--- config.mk ---
export PLATFORM = sky130hd
export DESIGN_NAME = seq_checker_sat_cnt
export DESIGN_NICKNAME = d
export VERILOG_FILES = /design/src/rtl/seq_checker_sat_cnt.sv
export SDC_FILE = /design/constraint.sdc
export NUM_CORES = 1
export LEC_CHECK = 0
export ABC_AREA = 1
export CORE_MARGIN = 3
export CORE_UTILIZATION = 55
export DETAILED_ROUTE_END_ITERATION = 8
export PLACE_DENSITY = 0.83
export SYNTH_ARGS = -nofsm -noshare
export SYNTH_HDL_FRONTEND = slang
export SYNTH_SLANG_ARGS = --single-unit
--- constraint.sdc ---
create_clock -name clk -period 2.95 [get_ports clk]
set_clock_uncertainty 0.1 [all_clocks]
set_input_delay 0.885 -clock clk [delete_from_list [all_inputs] [get_ports clk]]
set_output_delay 0.885 -clock clk [all_outputs]
set_load 0.02 [all_outputs]
--- src/rtl/seq_checker_sat_cnt.sv ---
`default_nettype none
// ============================================================================
// Module      : seq_checker_sat_cnt
// Description : W-bit up counter that sticks at all-ones; async active-low reset.
// Revision    : 1.0 - initial release
// ============================================================================
module seq_checker_sat_cnt #(
  parameter int W = 16
) (
  input  logic         clk,
  input  logic         rst_n,
  input  logic         i_inc,
  output logic [W-1:0] o_cnt
);

  logic [W-1:0] r_cnt;

  always_ff @(posedge clk or negedge rst_n) begin
    if (!rst_n) begin
      r_cnt <= '0;
    end else if (i_inc && (r_cnt != {W{1'b1}})) begin
      r_cnt <= r_cnt + 1'b1;
    end
  end

  assign o_cnt = r_cnt;

endmodule : seq_checker_sat_cnt
`default_nettype wire

==> impl_metrics.tcl <==
set metrics [dict create \
    cts.sinks 16 \
    muxShareOfSynthArea 0 \
    tns_ns 0 \
    clockRootBuffer "clkbuf_4" \
    die_width_um 49.9 \
    via_count 958 \
    synth_seq_cells 16 \
    grt_pass1_wl_um 4240 \
    final_antenna_net_count 0 \
    synth_top_area_frac 0.378 \
    core_um2 1760 \
    pin_count 19 \
    worst_setup_path_start_kind "flip-flop" \
    cts_tree "yes" \
    max_clock_freq_mhz 420 \
    hold_buffers 0 \
    hold_class "flip-flop to flip-flop" \
    end_kind "primary output" \
    syn_area_per_cell_um2 7.10 \
    outcome "finished, final reports clean" \
    r2r_end "o_cnt[7]$_DFFE_PN0P_" \
    leakagePower_nw 0.565 \
    synth_largest_area_cell "dfrtp_1" \
    syn_inst 149 \
    diodes 0 \
    min_period_ns 2.38 \
    largest_reg_flops 16 \
    clkTransAtPathRegs_ns 0.09 \
    worstPathCellList "clkdlybuf4s50_1" \
    crit_buf_inv 1 \
    grt_pass1_vias 965 \
    cpPeakStageDelay_ns 0.65 \
    grt-ovfl-total 0 \
    path_depth 1 \
    drc 0 \
    maxCapViolCount 0 \
    regToRegSetupSlack_ns 1.20 \
    drt_wl_total_um 2160 \
    synth_top_family_by_area "simple AND/OR/NAND/NOR gates" \
    yosys.area_share.simple 0.443 \
    syn-cell-area_um2 1060 \
    rr_startpoint "o_cnt[0]$_DFFE_PN0P_" \
    endpoint "o_cnt[0]" \
    area_growth_pct 21.3 \
    post-cts-setup-buffer-count 0 \
    die_y_um 49.9 \
    rows 15 \
    insertion_delay_ns 0.29 \
    io_buffer_count 18 \
    grt_max_degree 17 \
    hold_viol_final 0 \
    setup_viol 0 \
    report.final.slew_viol_count 0 \
    rsz0062_at_grt "false" \
    syn_nets 153 \
    dp_hpwl_um 1670 \
    cp_data_arrival_time_ns 1.40 \
    cp_max_fo 7 \
    drt_iter0_markers 27 \
    yosys_warnings 0 \
    cts-resized-gates 0 \
    synth_xor_area_frac 0.0496 \
    ys_top_cells_by_area "dfrtp_1 38%, nand2_1 23%, nor2_1 5.0%" \
    die_area_um2 2490 \
    clk_path_buf_depth 2 \
    cp_slowest_cell "clkdlybuf4s50_1" \
    synth_compound_area_frac 0.0496 \
    drt_pass1_iterations 4 \
    reg2reg_depth 7 \
    grt_antenna_before_repair 0 \
    htreeDepth 1 \
    synth_cell_type_count 17 \
    worst_path_dominant_cell_family "buffers and inverters" \
    fin_crit_sh 0.807 \
    max_slew_margin 0.515 \
    peakVddDrop_mv 0.644 \
    p_per_area_nw_per_um2 554 \
    synth_fa_ha_area_frac 0.0118 \
    max_slew.worst_pin.slew_ns 0.726 \
    required_ns 1.97 \
    criticalPathCategory "flip-flop to primary output" \
    place_congestion 0.823 \
    cts_buffers 3 \
    drive_gt1_frac 0.112 \
    via_per_inst 4.94 \
    final_net_count 174 \
    grt_util_all_layers 0.218 \
    ys_seq_area_frac 0.378 \
    power_mw 0.711 \
    wire_per_inst_um 11.1 \
    startpoint "o_cnt[0]$_DFFE_PN0P_" \
    start_util 0.600 \
    hold_ws_ns 0.470 \
]
-- how the worst min path moves through the flow --
stage	from	endpoint	slack (ns)	depth (start not counted)
detailed placement	o_cnt[1]$_DFFE_PN0P_	o_cnt[1]$_DFFE_PN0P_	0.46	2
global placement	o_cnt[1]$_DFFE_PN0P_	o_cnt[1]$_DFFE_PN0P_	0.43	2
global route	o_cnt[4]$_DFFE_PN0P_	o_cnt[4]$_DFFE_PN0P_	0.51	2
CTS	o_cnt[1]$_DFFE_PN0P_	o_cnt[1]$_DFFE_PN0P_	0.48	2
finish	o_cnt[1]$_DFFE_PN0P_	o_cnt[1]$_DFFE_PN0P_	0.47	2
floorplan	rst_n	o_cnt[0]$_DFFE_PN0P_	0.49	0
-- where the power goes --
group / internal (mW) / leakage, nW / total, mW / switching, mW
sequential: 0.257 / 0.203 / 0.316 / 0.0593
clock: 0.0752 / 0.0210 / 0.145 / 0.0702
combinational: 0.113 / 0.341 / 0.250 / 0.137
total: 0.445 / 0.565 / 0.711 / 0.266
-- stage by stage --
stage               setup slack, ns  area [um^2]  utilization  std cells
CTS                           0.559         1280        0.728        194
floorplan                      1.25         1060            -        149
detailed placement            0.713         1250        0.707        190
finish                        0.568         1280        0.728        194
global route                  0.496         1280        0.728        194
global placement              0.773         1250        0.707        190
-- synth_stat cells, drive strengths merged --
| library cell | n |
|---|---|
| inv | 13 |
| buf | 2 |
| nand3 | 7 |
| nand4 | 6 |
| o21ai | 9 |
| nor2 | 21 |
| dfrtp | 16 |
| ha | 1 |
| xor2 | 1 |
| nand2 | 68 |
| xnor2 | 5 |
-- layout make-up --
type / instances / area, um^2
clock buffers: 4 / 36.3
fillers: 173 / 480
inverters: 13 / 48.8
multi-input cells: 118 / 587
flip-flops and latches: 16 / 400
well taps: 25 / 31.3
repair buffers: 18 / 180
-- layer usage --
| layer | vias up | wire length [um] | track usage |
|---|---|---|---|
| met4 | 0 | 24 | 0.0691 |
| met1 | 433 | 1020 | 0.278 |
| met3 | 2 | 89 | 0.0363 |
| met5 | - | 0 | 0 |
| li1 | 506 | - | - |
| met2 | 17 | 1020 | 0.372 |
-- tightest hold or removal path, stage by stage, from the launching register on --
cell and delay (ns):
dfrtp_1 0.41, nand2_1 0.07, nand2_1 0.05
-- placed cells by master, fill, tap and decap left out --
master and count:
clkdlybuf4s50_1 18, nor2_1 14, ha_1 1, inv_2 1, inv_1 12, nand2_1 64
nand4_1 5, nand3_1 7, o21ai_2 2, clkbuf_8 1, clkbuf_4 3, xor2_1 1
dfrtp_1 16, nand4_4 1, nor2_2 3, o21ai_0 7, nor2_4 4, xnor2_1 5
nand2_2 4
-- logic make-up (layout without fill, tap and decap cells) --
logic type / count (synthesis) / after routing
buf+inv: 15 / 35
flops: 16 / 16
fa+ha+maj: 1 / 1
xor+xnor: 6 / 6
simple gates: 102 / 102
compound gates: 9 / 9
No activity file was read; power rests on OpenSTA's default activity.
